<file path="config.mk">
export PLATFORM = sky130hd
export DESIGN_NAME = bnn_param_loader_flat
export DESIGN_NICKNAME = d
export VERILOG_FILES = /design/src/rtl/bnn_param_loader_if.sv /design/src/rtl/bnn_param_loader.sv /design/src/flat_wrapper.sv
export SDC_FILE = /design/constraint.sdc
export NUM_CORES = 1
export LEC_CHECK = 0
export CAP_MARGIN = 20
export CORE_MARGIN = 5
export CORE_UTILIZATION = 30
export CTS_CLUSTER_DIAMETER = 40
export DETAILED_ROUTE_END_ITERATION = 10
export SLEW_MARGIN = 20
export SYNTH_ARGS = -nofsm -noshare
export SYNTH_HDL_FRONTEND = slang
export SYNTH_SLANG_ARGS = --single-unit
export TNS_END_PERCENT = 10
</file>
<file path="constraint.sdc">
create_clock -name clk -period 4.6 [get_ports clk]
set_input_delay 0.46 -clock clk [delete_from_list [all_inputs] [get_ports clk]]
set_output_delay 0.46 -clock clk [all_outputs]
set_load 0.02 [all_outputs]
</file>
<file path="src/rtl/bnn_param_loader_if.sv">
// ---------------------------------------------------------------------------
// bnn_param_loader_if
// Handshake and write-bus bundle for the BNN parameter loader.
//   cmd_*        : region command handshake (host -> loader)
//   in_*         : parameter data beat handshake (host -> loader)
//   wr_*         : parameter memory write port (loader -> memories)
//   load_done    : one-cycle pulse when a region finishes loading
//   loaded_mask  : per-region loaded flags
//   params_ready : all six regions loaded
//   cmd_err      : sticky illegal-region flag
// The master modport is the host side, the slave modport is the loader.
// ---------------------------------------------------------------------------
interface bnn_param_loader_if #(
    parameter int K    = 5,
    parameter int HI_W = 6,
    parameter int LO_W = 6
);
    logic              cmd_valid;
    logic              cmd_ready;
    logic [2:0]        cmd_region;
    logic              in_valid;
    logic              in_ready;
    logic [K*K-1:0]    in_data;
    logic              wr_en;
    logic [2:0]        wr_region;
    logic [HI_W-1:0]   wr_hi;
    logic [LO_W-1:0]   wr_lo;
    logic [K*K-1:0]    wr_data;
    logic              load_done;
    logic [5:0]        loaded_mask;
    logic              params_ready;
    logic              cmd_err;

    modport master (
        output cmd_valid, cmd_region, in_valid, in_data,
        input  cmd_ready, in_ready, wr_en, wr_region, wr_hi, wr_lo, wr_data,
               load_done, loaded_mask, params_ready, cmd_err
    );

    modport slave (
        input  cmd_valid, cmd_region, in_valid, in_data,
        output cmd_ready, in_ready, wr_en, wr_region, wr_hi, wr_lo, wr_data,
               load_done, loaded_mask, params_ready, cmd_err
    );
endinterface

</file>
<file path="src/rtl/bnn_param_loader.sv">
// ---------------------------------------------------------------------------
// bnn_param_loader
// Streams binarized-network parameters into six memory regions. A region
// command selects the target; the loader then accepts exactly N data beats,
// turning each into one registered memory write addressed by an outer (hi)
// and inner (lo) index, and raises load_done when the region is complete.
// Ports:
//   clk  : sole clock
//   rst  : synchronous active-high reset
//   bus  : bnn_param_loader_if.slave (command, data beat, write bus, status)
// ---------------------------------------------------------------------------
module bnn_param_loader #(
    parameter int K      = 5,
    parameter int C1_IN  = 5,
    parameter int C1_OUT = 18,
    parameter int C2_OUT = 60,
    parameter int FC_IN  = 960,
    parameter int FC_OUT = 10,
    parameter int FCB_W  = 16,
    parameter int OFF1_W = 7,
    parameter int OFF2_W = 9,
    parameter int MULT_W = 8,
    parameter int HI_W   = 6,
    parameter int LO_W   = 6
) (
    input logic              clk,
    input logic              rst,
    bnn_param_loader_if.slave bus
);

    localparam int DW = K * K;

    // Beat totals per region.
    localparam int N0 = C1_OUT * C1_IN;
    localparam int N1 = C2_OUT * C1_OUT;
    localparam int N2 = FC_OUT * FC_IN / FCB_W;
    localparam int N3 = C1_OUT;
    localparam int N4 = C2_OUT;
    localparam int N5 = FC_OUT;

    localparam int NMAX_A = (N0 > N1) ? N0 : N1;
    localparam int NMAX_B = (N2 > NMAX_A) ? N2 : NMAX_A;
    localparam int NMAX_C = (N3 > NMAX_B) ? N3 : NMAX_B;
    localparam int NMAX_D = (N4 > NMAX_C) ? N4 : NMAX_C;
    localparam int NMAX   = (N5 > NMAX_D) ? N5 : NMAX_D;

    // Beat counter must be able to hold NMAX itself, not just NMAX-1.
    localparam int CNT_W = $clog2(NMAX + 1);

    localparam logic [DW-1:0] FCB_MASK  = DW'((64'd1 << FCB_W) - 64'd1);
    localparam logic [DW-1:0] OFF1_MASK = DW'((64'd1 << OFF1_W) - 64'd1);
    localparam logic [DW-1:0] OFF2_MASK = DW'((64'd1 << OFF2_W) - 64'd1);
    localparam logic [DW-1:0] MULT_MASK = DW'((64'd1 << MULT_W) - 64'd1);

    typedef enum logic [1:0] {
        IDLE,
        LOAD,
        DONE
    } state_t;

    state_t            state_q, state_d;
    logic [2:0]        region_q, region_d;
    logic [HI_W-1:0]   hi_q, hi_d;
    logic [LO_W-1:0]   lo_q, lo_d;
    logic [LO_W:0]     lo_lim_q, lo_lim_d;
    logic [CNT_W-1:0]  cnt_q, cnt_d;
    logic [CNT_W-1:0]  total_q, total_d;
    logic              wr_en_q, wr_en_d;
    logic [2:0]        wr_region_q, wr_region_d;
    logic [HI_W-1:0]   wr_hi_q, wr_hi_d;
    logic [LO_W-1:0]   wr_lo_q, wr_lo_d;
    logic [DW-1:0]     wr_data_q, wr_data_d;
    logic              load_done_q, load_done_d;
    logic [5:0]        mask_q, mask_d;
    logic              err_q, err_d;

    logic              cmd_fire;
    logic              beat_fire;
    logic [LO_W:0]     lo_inc;
    logic [CNT_W-1:0]  cnt_inc;
    logic [DW-1:0]     data_sel;

    assign cmd_fire  = bus.cmd_valid && (state_q == IDLE);
    assign beat_fire = bus.in_valid && (state_q == LOAD);
    assign lo_inc    = {1'b0, lo_q} + (LO_W + 1)'(1);
    assign cnt_inc   = cnt_q + CNT_W'(1);

    // Narrow regions keep only their low payload bits; everything above is zeroed.
    always_comb begin
        data_sel = bus.in_data;
        case (region_q)
            3'd2:    data_sel = bus.in_data & FCB_MASK;
            3'd3:    data_sel = bus.in_data & OFF1_MASK;
            3'd4:    data_sel = bus.in_data & OFF2_MASK;
            3'd5:    data_sel = bus.in_data & MULT_MASK;
            default: data_sel = bus.in_data;
        endcase
    end

    // Next-state logic: command decode in IDLE, beat counting and write
    // generation in LOAD, a single completion cycle in DONE.
    always_comb begin
        state_d     = state_q;
        region_d    = region_q;
        hi_d        = hi_q;
        lo_d        = lo_q;
        lo_lim_d    = lo_lim_q;
        cnt_d       = cnt_q;
        total_d     = total_q;
        wr_en_d     = 1'b0;
        wr_region_d = wr_region_q;
        wr_hi_d     = wr_hi_q;
        wr_lo_d     = wr_lo_q;
        wr_data_d   = wr_data_q;
        load_done_d = 1'b0;
        mask_d      = mask_q;
        err_d       = err_q;

        case (state_q)
            IDLE: begin
                if (cmd_fire) begin
                    if (bus.cmd_region > 3'd5) begin
                        err_d = 1'b1;
                    end else begin
                        state_d  = LOAD;
                        region_d = bus.cmd_region;
                        hi_d     = '0;
                        lo_d     = '0;
                        cnt_d    = '0;
                        mask_d[bus.cmd_region] = 1'b0;
                        case (bus.cmd_region)
                            3'd0:    begin total_d = CNT_W'(N0); lo_lim_d = (LO_W + 1)'(C1_IN);         end
                            3'd1:    begin total_d = CNT_W'(N1); lo_lim_d = (LO_W + 1)'(C1_OUT);        end
                            3'd2:    begin total_d = CNT_W'(N2); lo_lim_d = (LO_W + 1)'(FC_IN / FCB_W); end
                            3'd3:    begin total_d = CNT_W'(N3); lo_lim_d = (LO_W + 1)'(1);             end
                            3'd4:    begin total_d = CNT_W'(N4); lo_lim_d = (LO_W + 1)'(1);             end
                            default: begin total_d = CNT_W'(N5); lo_lim_d = (LO_W + 1)'(1);             end
                        endcase
                    end
                end
            end
            LOAD: begin
                if (beat_fire) begin
                    wr_en_d     = 1'b1;
                    wr_region_d = region_q;
                    wr_hi_d     = hi_q;
                    wr_lo_d     = lo_q;
                    wr_data_d   = data_sel;
                    cnt_d       = cnt_inc;
                    if (lo_inc == lo_lim_q) begin
                        lo_d = '0;
                        hi_d = hi_q + HI_W'(1);
                    end else begin
                        lo_d = lo_inc[LO_W-1:0];
                    end
                    if (cnt_inc == total_q) begin
                        state_d          = DONE;
                        load_done_d      = 1'b1;
                        mask_d[region_q] = 1'b1;
                    end
                end
            end
            default: begin
                state_d = IDLE;
            end
        endcase
    end

    // State register; reset overrides any handshake in the same cycle.
    always_ff @(posedge clk) begin
        if (rst) begin
            state_q     <= IDLE;
            region_q    <= '0;
            hi_q        <= '0;
            lo_q        <= '0;
            lo_lim_q    <= '0;
            cnt_q       <= '0;
            total_q     <= '0;
            wr_en_q     <= 1'b0;
            wr_region_q <= '0;
            wr_hi_q     <= '0;
            wr_lo_q     <= '0;
            wr_data_q   <= '0;
            load_done_q <= 1'b0;
            mask_q      <= '0;
            err_q       <= 1'b0;
        end else begin
            state_q     <= state_d;
            region_q    <= region_d;
            hi_q        <= hi_d;
            lo_q        <= lo_d;
            lo_lim_q    <= lo_lim_d;
            cnt_q       <= cnt_d;
            total_q     <= total_d;
            wr_en_q     <= wr_en_d;
            wr_region_q <= wr_region_d;
            wr_hi_q     <= wr_hi_d;
            wr_lo_q     <= wr_lo_d;
            wr_data_q   <= wr_data_d;
            load_done_q <= load_done_d;
            mask_q      <= mask_d;
            err_q       <= err_d;
        end
    end

    assign bus.cmd_ready    = (state_q == IDLE);
    assign bus.in_ready     = (state_q == LOAD);
    assign bus.wr_en        = wr_en_q;
    assign bus.wr_region    = wr_region_q;
    assign bus.wr_hi        = wr_hi_q;
    assign bus.wr_lo        = wr_lo_q;
    assign bus.wr_data      = wr_data_q;
    assign bus.load_done    = load_done_q;
    assign bus.loaded_mask  = mask_q;
    assign bus.params_ready = &mask_q;
    assign bus.cmd_err      = err_q;

endmodule

</file>
<file path="src/flat_wrapper.sv">
// flat-port wrapper written by rule: the top's interface ports become plain ports
module bnn_param_loader_flat 
#(
    parameter int K      = 5,
    parameter int C1_IN  = 5,
    parameter int C1_OUT = 18,
    parameter int C2_OUT = 60,
    parameter int FC_IN  = 960,
    parameter int FC_OUT = 10,
    parameter int FCB_W  = 16,
    parameter int OFF1_W = 7,
    parameter int OFF2_W = 9,
    parameter int MULT_W = 8,
    parameter int HI_W   = 6,
    parameter int LO_W   = 6
)
  (clk, rst, bus_cmd_valid, bus_cmd_region, bus_in_valid, bus_in_data, bus_cmd_ready, bus_in_ready, bus_wr_en, bus_wr_region, bus_wr_hi, bus_wr_lo, bus_wr_data, bus_load_done, bus_loaded_mask, bus_params_ready, bus_cmd_err);
  bnn_param_loader_if #(.K(K), .HI_W(HI_W), .LO_W(LO_W)) bus_i ();
  input logic clk;
  input logic rst;
  input wire logic [$bits(bus_i.cmd_valid)-1:0] bus_cmd_valid;
  input wire logic [$bits(bus_i.cmd_region)-1:0] bus_cmd_region;
  input wire logic [$bits(bus_i.in_valid)-1:0] bus_in_valid;
  input wire logic [$bits(bus_i.in_data)-1:0] bus_in_data;
  output wire logic [$bits(bus_i.cmd_ready)-1:0] bus_cmd_ready;
  output wire logic [$bits(bus_i.in_ready)-1:0] bus_in_ready;
  output wire logic [$bits(bus_i.wr_en)-1:0] bus_wr_en;
  output wire logic [$bits(bus_i.wr_region)-1:0] bus_wr_region;
  output wire logic [$bits(bus_i.wr_hi)-1:0] bus_wr_hi;
  output wire logic [$bits(bus_i.wr_lo)-1:0] bus_wr_lo;
  output wire logic [$bits(bus_i.wr_data)-1:0] bus_wr_data;
  output wire logic [$bits(bus_i.load_done)-1:0] bus_load_done;
  output wire logic [$bits(bus_i.loaded_mask)-1:0] bus_loaded_mask;
  output wire logic [$bits(bus_i.params_ready)-1:0] bus_params_ready;
  output wire logic [$bits(bus_i.cmd_err)-1:0] bus_cmd_err;
  assign bus_i.cmd_valid = bus_cmd_valid;
  assign bus_i.cmd_region = bus_cmd_region;
  assign bus_i.in_valid = bus_in_valid;
  assign bus_i.in_data = bus_in_data;
  assign bus_cmd_ready = bus_i.cmd_ready;
  assign bus_in_ready = bus_i.in_ready;
  assign bus_wr_en = bus_i.wr_en;
  assign bus_wr_region = bus_i.wr_region;
  assign bus_wr_hi = bus_i.wr_hi;
  assign bus_wr_lo = bus_i.wr_lo;
  assign bus_wr_data = bus_i.wr_data;
  assign bus_load_done = bus_i.load_done;
  assign bus_loaded_mask = bus_i.loaded_mask;
  assign bus_params_ready = bus_i.params_ready;
  assign bus_cmd_err = bus_i.cmd_err;
  bnn_param_loader #(.K(K), .C1_IN(C1_IN), .C1_OUT(C1_OUT), .C2_OUT(C2_OUT), .FC_IN(FC_IN), .FC_OUT(FC_OUT), .FCB_W(FCB_W), .OFF1_W(OFF1_W), .OFF2_W(OFF2_W), .MULT_W(MULT_W), .HI_W(HI_W), .LO_W(LO_W)) u_core (.clk(clk), .rst(rst), .bus(bus_i));
endmodule
</file>
After elaboration in Yosys (flattened, before gate mapping)
Index checks and enable logic that the tools add are counted.
{ "totals": {"register_bits": 95, "input_bits": 32, "output_inout_bits": 52, "wordCells": 93} }
{ "op_classes": {"add_sub_neg": 3, "order_cmp": 5, "eq_ne": 16, "muxes": 31, "bitwise_logic": 6, "n_reduce_logical": 17} }
{ "ops": {"columns": ["cell", "n"], "rows": [
  ["case mux 25 bit (4 select lines)", 1],
  ["two-way mux 6 bit", 10],
  ["case mux 11 bit (5 select lines)", 1],
  ["case mux 6 bit (2 select lines)", 3],
  ["two-way mux 11 bit", 3],
  ["case mux 11 bit (2 select lines)", 1],
  ["case mux 6 bit (3 select lines)", 1],
  ["== test 3 x 2 -> 1 bit, second input constant", 4],
  ["adder 11 x 1 -> 11 bit, second input constant", 1],
  ["== test 11 bit", 1],
  ["AND reduction 5 bit", 2],
  ["== test 3 bit, second input constant", 3],
  ["< comparator 3 x 4 -> 1 bit, second input constant", 2],
  ["two-way mux 2 bit", 4],
  ["!= test 2 x 1 -> 1 bit, second input constant", 4],
  ["AND reduction 4 bit", 2],
  ["adder 6 x 1 -> 7 bit, second input constant", 1],
  ["== test 7 bit", 1],
  ["adder 6 x 1 -> 6 bit, second input constant", 1],
  ["bitwise AND 6 bit", 1],
  ["demux 1 bit (select 3 bit)", 2],
  [">= comparator 3 x 1 -> 1 bit, second input constant", 2],
  ["NOT 6 bit", 1],
  ["OR 6 bit", 1],
  ["other kinds (16)", 25]
]} }

Longest topological paths before layout
Gate-level depths: netlist (run 1).
{ "depth": {"ltp_word": 9, "depth_mapped": 9} }

Worst setup path after synthesis (run 1)
No wires, ideal clock.
{ "synth_timing": {"path_kind": "register -> register", "start": "register u_core.lo_q[0]", "end": "register u_core.hi_q[5]", "setup_time_ns": 0.070, "arrival_ns": 1.958, "t_required_ns": 4.530, "path_slack_ns": 2.572, "stages_incl_launch_ff": 8, "path_buffers": 0, "period_less_slack_ns": 2.028, "cell_sequence": "dfxtp_1 -> ha_1 -> xnor2_1 -> o311ai_0 -> nor3_1 -> nand3_2 -> or4_1 -> a21oi_1"} }
{ "synth_between": {"elab_chain_len": 4} }
{ "synth_lines": {"columns": ["element", "line", "source"], "rows": [
  ["from (decl)", "bnn_param_loader.sv:64", "logic [LO_W-1:0] lo_q, lo_d;"],
  ["from (signal assigned)", "bnn_param_loader.sv:191", "lo_q <= lo_d;"],
  ["adder 6 x 1 -> 7 bit", "bnn_param_loader.sv:85", "assign lo_inc = {1'b0, lo_q} + (LO_W + 1)'(1);"],
  ["== test 7 bit", "bnn_param_loader.sv:150", "if (lo_inc == lo_lim_q) begin"],
  ["!= test 2 x 1 -> 1 bit (no line)", null, null],
  ["AND reduction 5 bit (no line)", null, null],
  ["to (signal assigned)", "bnn_param_loader.sv:190", "hi_q <= hi_d;"],
  ["to (decl)", "bnn_param_loader.sv:63", "logic [HI_W-1:0] hi_q, hi_d;"]
]} }
Every way passes these cells.
A chain may end at the register's enable or synchronous reset.

Final worst setup path (run 1)
Ends and elaborated chain as after synthesis.

==> results.sh, run 1 <==
export IMPL_setup_viol=0
export IMPL_worstReg2RegEnd="u_core.hi_q[5]"
export IMPL_grt_max_degree=64
export IMPL_clock_skew_ns=0.00848
export IMPL_synthToLayoutAreaGrowth_pct=29.8
export IMPL_slew_violations=0
export IMPL_p_sw_mw=0.429
export IMPL_avgViaCountPerCell=5.11
export IMPL_synth_edff_count=0
export IMPL_reg2reg_slack_ns=2.12
export IMPL_drc=0
export IMPL_critPathArrivalTime_ns=2.75
export IMPL_num_vias=3816
export IMPL_rows=42
export IMPL_avgSynthCellArea_um2=7.97
export IMPL_cp_required_ns=4.87
export IMPL_cts_sinks=89
export IMPL_yosys_area_share_simple=0.261
export IMPL_fin_nets=605
export IMPL_cap_violations=0
export IMPL_netlist_instances=505
export IMPL_irDropWorstVdd_uv=167
export IMPL_antenna_found_initial=0
export IMPL_slew_headroom=0.528
export IMPL_grtUsageTotal=0.144
export IMPL_clk_pin_slew_worst_paths_ns=0.06
export IMPL_cp_max_fo=14
export IMPL_dp_hpwl_um=7850
export IMPL_synth_nets=543
export IMPL_port_buffers=83
export IMPL_finalHoldViolCount=0
export IMPL_ant_nets=0
export IMPL_cts_hold_buffers=0
export IMPL_ctsResizeCount=0
export IMPL_postLayoutCellArea_um2=5220
export IMPL_overflow=0
export IMPL_synthXorXnorAreaFrac=0.0414
export IMPL_ys_warn_count=0
export IMPL_clockPowerShare=0.395
export IMPL_start_util=0.305
export IMPL_clk_latency_ns=0.34
export IMPL_ioPinCount=84
export IMPL_yosys_cell_types_count=49
export IMPL_core_area_um2=13200
export IMPL_worstMarginPinSlew_ns=0.703
export IMPL_grt_pass1_vias=3768
export IMPL_post_cts_buffers=0
export IMPL_diodes=0
export IMPL_seq_area_frac_synth=0.443
export IMPL_hold_path_endpoint="u_core.bus.wr_data[24]"
export IMPL_cts_root_buf="clkbuf_16"
export IMPL_min_path_cells=2
export IMPL_worstSetupEndpointType="register"
export IMPL_switching_share=0.254
export IMPL_layout_min_cycle_time_ns=2.48
export IMPL_p_int_mw=1.26
export IMPL_start_kind="register"
export IMPL_drive_above_1_share=0.0403
export IMPL_path_class="register to register"
export IMPL_power_density_nw_per_um2=323
export IMPL_reg2reg_depth=7
export IMPL_tns_ns=0
export IMPL_dieHeight_um=126
export IMPL_synth_fa_ha_area_frac=0.0211
export IMPL_syn_cell_area_um2=4020
export IMPL_p_leak_nw=1.74
export IMPL_status="finished, final reports clean"
export IMPL_cts_tree="built"
export IMPL_seq_power_share=0.479
export IMPL_hp_class="register to register"
export IMPL_place_gp_congestion=0.766
export IMPL_fmax_ghz=0.404
export IMPL_synth_compound_area_frac=0.184
export IMPL_yosys_most_used_dff="dfxtp_1"
export IMPL_place_area_um2=4960
export IMPL_muxShareOfSynthArea=0.00498
export IMPL_die_area_um2=15800
export IMPL_drtIter0Drc=229
export IMPL_synth_top_family_by_area="simple AND/OR/NAND/NOR gates"
export IMPL_synthArstFlopShare=0
export IMPL_rsz0062_at_grt="no"
export IMPL_worstHoldStart="u_core.bus.wr_data[24]"
export IMPL_wirelength_um=11200
export IMPL_dr_pass1_iters=4
export IMPL_ys_seq_elements=89
export IMPL_period_share=0.538
export IMPL_numCtsBuffers=9
export IMPL_cts_max_path_buffers=2
export IMPL_htreeDepth=3
export IMPL_die_x_um=126
export IMPL_combinationalPowerShare=0.126
export IMPL_hold_ws_ns=0.448
export IMPL_r2r_start="u_core.lo_q[0]"
export IMPL_grt_pass1_wl_um=18900
export IMPL_avgRoutedWirePerCell_um=15.0
-- worst max path at each step --
stage	start	to	slack [ns]	depth (start not counted)
finish	u_core.lo_q[0]	u_core.hi_q[5]	2.12	7
global route	u_core.lo_q[0]	u_core.hi_q[5]	1.95	7
CTS	u_core.lo_q[0]	u_core.hi_q[5]	2.12	7
detailed placement	bus_cmd_region[2]	u_core.hi_q[5]	2.00	7
global placement	bus_in_valid	u_core.bus.wr_data[22]	2.00	5
floorplan	u_core.lo_q[0]	u_core.hi_q[5]	2.57	7
-- cell type report --
class,instances,area [µm²]
Clock buffer,15,258
Fill cell,1352,7970
Sequential cell,89,1780
Timing Repair Buffer,88,863
Inverter,9,33.8
Multi-Input combinational cell,370,2070
Tap cell,176,220
-- cells in the final DEF, fill, tap and decap left out, types with 10 or more instances in the layout --
cell type | Yosys | final
nand2_1 | 96 | 95
dfxtp_1 | 89 | 89
clkdlybuf4s50_1 | 0 | 82
a21oi_1 | 57 | 57
nor2_1 | 47 | 47
o21ai_0 | 13 | 13
a31oi_1 | 13 | 13
nand3b_1 | 12 | 12
a22oi_1 | 11 | 11
nand3_1 | 10 | 10
xor2_1 | 10 | 10
-- critical path, stage by stage, from the launching register on --
cell and delay (ns):
dfxtp_1 0.48, ha_1 0.31, xnor2_1 0.14, o311ai_0 0.13, nor3_1 0.30, nand3_2 0.31
or4_1 0.58, a21oi_1 0.15
-- flip-flops by register name, indices dropped and copies added, names as in the netlist, 5 cells and up --
| name | cells |
|---|---|
| u_core.bus.wr_data | 25 |
| u_core.cnt_q | 11 |
| u_core.total_q | 7 |
| u_core.bus.loaded_mask | 6 |
| u_core.bus.wr_hi | 6 |
| u_core.bus.wr_lo | 6 |
| u_core.hi_q | 6 |
| u_core.lo_q | 6 |
| u_core.lo_lim_q | 5 |
-- metrics by stage --
stage	std cells	utilization	setup slack (ns)	power (mW)
after floorplan	505	-	2.57	0.950
after global placement	732	0.376	2.00	1.04
after detailed placement	732	0.376	2.00	1.04
after CTS	747	0.396	2.12	1.71
after global routing	747	0.396	1.95	1.77
final	747	0.396	2.12	1.69
-- power groups by stage --
stage          registers (mW)  clock network [mW]  logic [mW]
5_1_grt                 0.811               0.726       0.233
6_report                0.809               0.666       0.213
3_5_place_dp            0.825                   0       0.213
3_3_place_gp            0.825                   0       0.211
4_1_cts                 0.808               0.688       0.214
2_1_floorplan           0.832                   0       0.118
-- Yosys cell counts (all sizes together), types with 3 or more instances --
| cell | instances | share of area |
|---|---|---|
| a211oi | 3 | 0.0056 |
| a21oi | 57 | 0.071 |
| a22oi | 11 | 0.021 |
| a311oi | 6 | 0.013 |
| a31oi | 13 | 0.020 |
| and2 | 4 | 0.0062 |
| and3 | 6 | 0.0093 |
| buf | 8 | 0.0090 |
| clkbuf | 29 | 0.027 |
| dfxtp | 89 | 0.44 |
| ha | 6 | 0.019 |
| inv | 9 | 0.0084 |
| nand2 | 97 | 0.091 |
| nand2b | 3 | 0.0047 |
| nand3 | 12 | 0.017 |
| nand3b | 12 | 0.022 |
| nand4 | 10 | 0.019 |
| nand4b | 4 | 0.0087 |
| nor2 | 47 | 0.044 |
| nor3 | 8 | 0.010 |
| o21ai | 19 | 0.024 |
| or3 | 5 | 0.0078 |
| or4 | 3 | 0.0056 |
| xnor2 | 9 | 0.020 |
| xor2 | 10 | 0.022 |
-- kinds of logic (layout without fill, tap and decap cells) --
logic type,after synthesis,in the layout
AOI/OAI and AO/OA,124,124
muxes,2,2
and+or+nand+nor,218,218
buffers and inverters,46,112
xor gates and xnor gates,19,19
DFF,89,89
adders and majority gates,7,7
-- metal layers --
| metal | wire [µm] | vias to the layer above | share of wire | GRT usage |
|---|---|---|---|---|
| met4 | 144 | 0 | 0.013 | 0.0385 |
| met5 | 0 | - | 0 | 0 |
| met2 | 5210 | 108 | 0.47 | 0.232 |
| met1 | 5090 | 1805 | 0.46 | 0.187 |
| li1 | - | 1890 | - | - |
| met3 | 738 | 13 | 0.066 | 0.0487 |
Note: power is estimated with default switching activity, not from simulation.
==> run 2: changes to the inputs <==
Clock period 4.6 ns to 2.3 ns, I/O delays scaled along.
==> run 2 against run 1 <==
Against the previous run: power up 110%; register-to-register slack lost 1.9 ns; clock power up 110%; global-route usage down 0.63 points; non-clock buffer count rose by 11; sequential share of layout area decreased by 0.79 points; design area is 2.4% higher; first-iteration DRC count down 29%; clock-buffer cell count shrank 3; wire length shrank 2.9%; sequential cell count unchanged.
==> results.sh, run 2 (same netlist as run 1, synthesis figures left out) <==
export IMPL_numCtsBuffers=9
export IMPL_die_x_um=126
export IMPL_synthToLayoutAreaGrowth_pct=33.0
export IMPL_ant_nets=0
export IMPL_avgRoutedWirePerCell_um=14.3
export IMPL_path_class="register to register"
export IMPL_dieHeight_um=126
export IMPL_worstMarginPinSlew_ns=0.425
export IMPL_grtUsageTotal=0.138
export IMPL_core_area_um2=13200
export IMPL_postLayoutCellArea_um2=5350
export IMPL_cp_max_fo=11
export IMPL_slew_headroom=0.715
export IMPL_hp_class="primary input to register"
export IMPL_cts_tree="built"
export IMPL_drc=0
export IMPL_place_gp_congestion=0.877
export IMPL_period_share=0.921
export IMPL_grt_pass1_wl_um=18200
export IMPL_cts_sinks=89
export IMPL_irDropWorstVdd_uv=382
export IMPL_p_leak_nw=1.81
export IMPL_final_cell_mix="nand2_1 (95), dfxtp_1 (88), clkdlybuf4s50_1 (82)"
export IMPL_fillers=1337
export IMPL_diodes=0
export IMPL_cts_hold_buffers=0
export IMPL_die_area_um2=15800
export IMPL_largest_reg_flops=25
export IMPL_fmax_ghz=0.472
export IMPL_cp_required_ns=2.57
export IMPL_finalHoldViolCount=0
export IMPL_start_kind="register"
export IMPL_clock_skew_ns=0.00518
export IMPL_slew_violations=0
export IMPL_grt_max_degree=81
export IMPL_wirelength_um=10900
export IMPL_dp_hpwl_um=7720
export IMPL_clk_latency_ns=0.34
export IMPL_cap_violations=0
export IMPL_drive_above_1_share=0.0635
export IMPL_num_vias=3810
export IMPL_cts_max_path_buffers=2
export IMPL_grt_pass1_vias=3761
export IMPL_fin_nets=616
export IMPL_clk_pin_slew_worst_paths_ns=0.06
export IMPL_rows=42
export IMPL_overflow=0
export IMPL_place_area_um2=5050
export IMPL_final_util=0.406
export IMPL_avgViaCountPerCell=5.02
export IMPL_htreeDepth=3
export IMPL_multi_input_area_um2=2070
export IMPL_ioPinCount=84
export IMPL_setup_viol=0
export IMPL_ff_latch_area_um2=1780
export IMPL_drtIter0Drc=163
export IMPL_layout_min_cycle_time_ns=2.12
export IMPL_reg2reg_slack_ns=0.18
export IMPL_dr_pass1_iters=4
export IMPL_critPathArrivalTime_ns=2.39
export IMPL_start_util=0.305
export IMPL_final_common_cell="nand2_1"
export IMPL_hold_ws_ns=0.365
export IMPL_power_density_nw_per_um2=652
export IMPL_antenna_found_initial=0
export IMPL_status="finished, final reports clean"
export IMPL_port_buffers=83
export IMPL_worstSetupEndpointType="register"
export IMPL_cts_root_buf="clkbuf_16"
==> run 2: worst max-delay path, cell delays in order (launching register included) <==
cell	delay (ns)
dfxtp_2	0.35
ha_1	0.30
xnor2_1	0.14
o311ai_0	0.14
nor3_1	0.30
nand3_2	0.14
buf_4	0.21
or3_1	0.35
a21oi_1	0.12
==> run 2: final timing paths <==
path                                        startpoint                     end  depth (start not counted)
worst max register to register          u_core.lo_q[1]          u_core.hi_q[2]                          8
worst min register to register  u_core.bus.wr_data[18]  u_core.bus.wr_data[18]                          2
worst min-delay path                               rst         u_core.cnt_q[5]                          3
worst max-delay path                    u_core.lo_q[1]          u_core.hi_q[2]                          8
==> run 2: layer usage <==
metal | vias to the layer above | GRT usage | share of wire
met3 | 13 | 0.0428 | 0.063
li1 | 1920 | - | -
met4 | 0 | 0.0479 | 0.013
met5 | - | 0 | 0
met2 | 91 | 0.222 | 0.46
met1 | 1786 | 0.177 | 0.46
==> run 2: area by class of cell <==
cell class / count / share of cell area
Clock buffer: 12 / 0.0442
Timing Repair Buffer: 99 / 0.179
Tap cell: 176 / 0.0412
Sequential cell: 89 / 0.333
Multi-Input combinational cell: 370 / 0.386
Clock inverter: 4 / 0.0101
Inverter: 9 / 0.00631
==> run 2: through the flow <==
stage,power (mW),setup TNS (ns),setup slack (ns),std cells
final,3.49,0,0.182,759
after CTS,3.54,0,0.0889,758
after detailed placement,2.09,0,0.109,742
after global routing,3.67,-0.00938,-0.00507,759
after floorplan,1.90,0,0.272,505
after global placement,2.09,0,0.218,742
==> run 2: what timing repair did <==
action / CTS / global route
setup buffers: 0 / 1
endpoints found under the setup margin: 0 / 6
endpoints found under the hold margin: 0 / 0
resized for setup: 0 / 1
==> run 2: power by group <==
group | total, mW | switching [mW] | leakage, nW | internal (mW)
clock network | 1.43 | 0.581 | 0.133 | 0.845
registers | 1.61 | 0.0317 | 0.721 | 1.58
logic | 0.450 | 0.254 | 0.952 | 0.196
total | 3.49 | 0.867 | 1.81 | 2.62
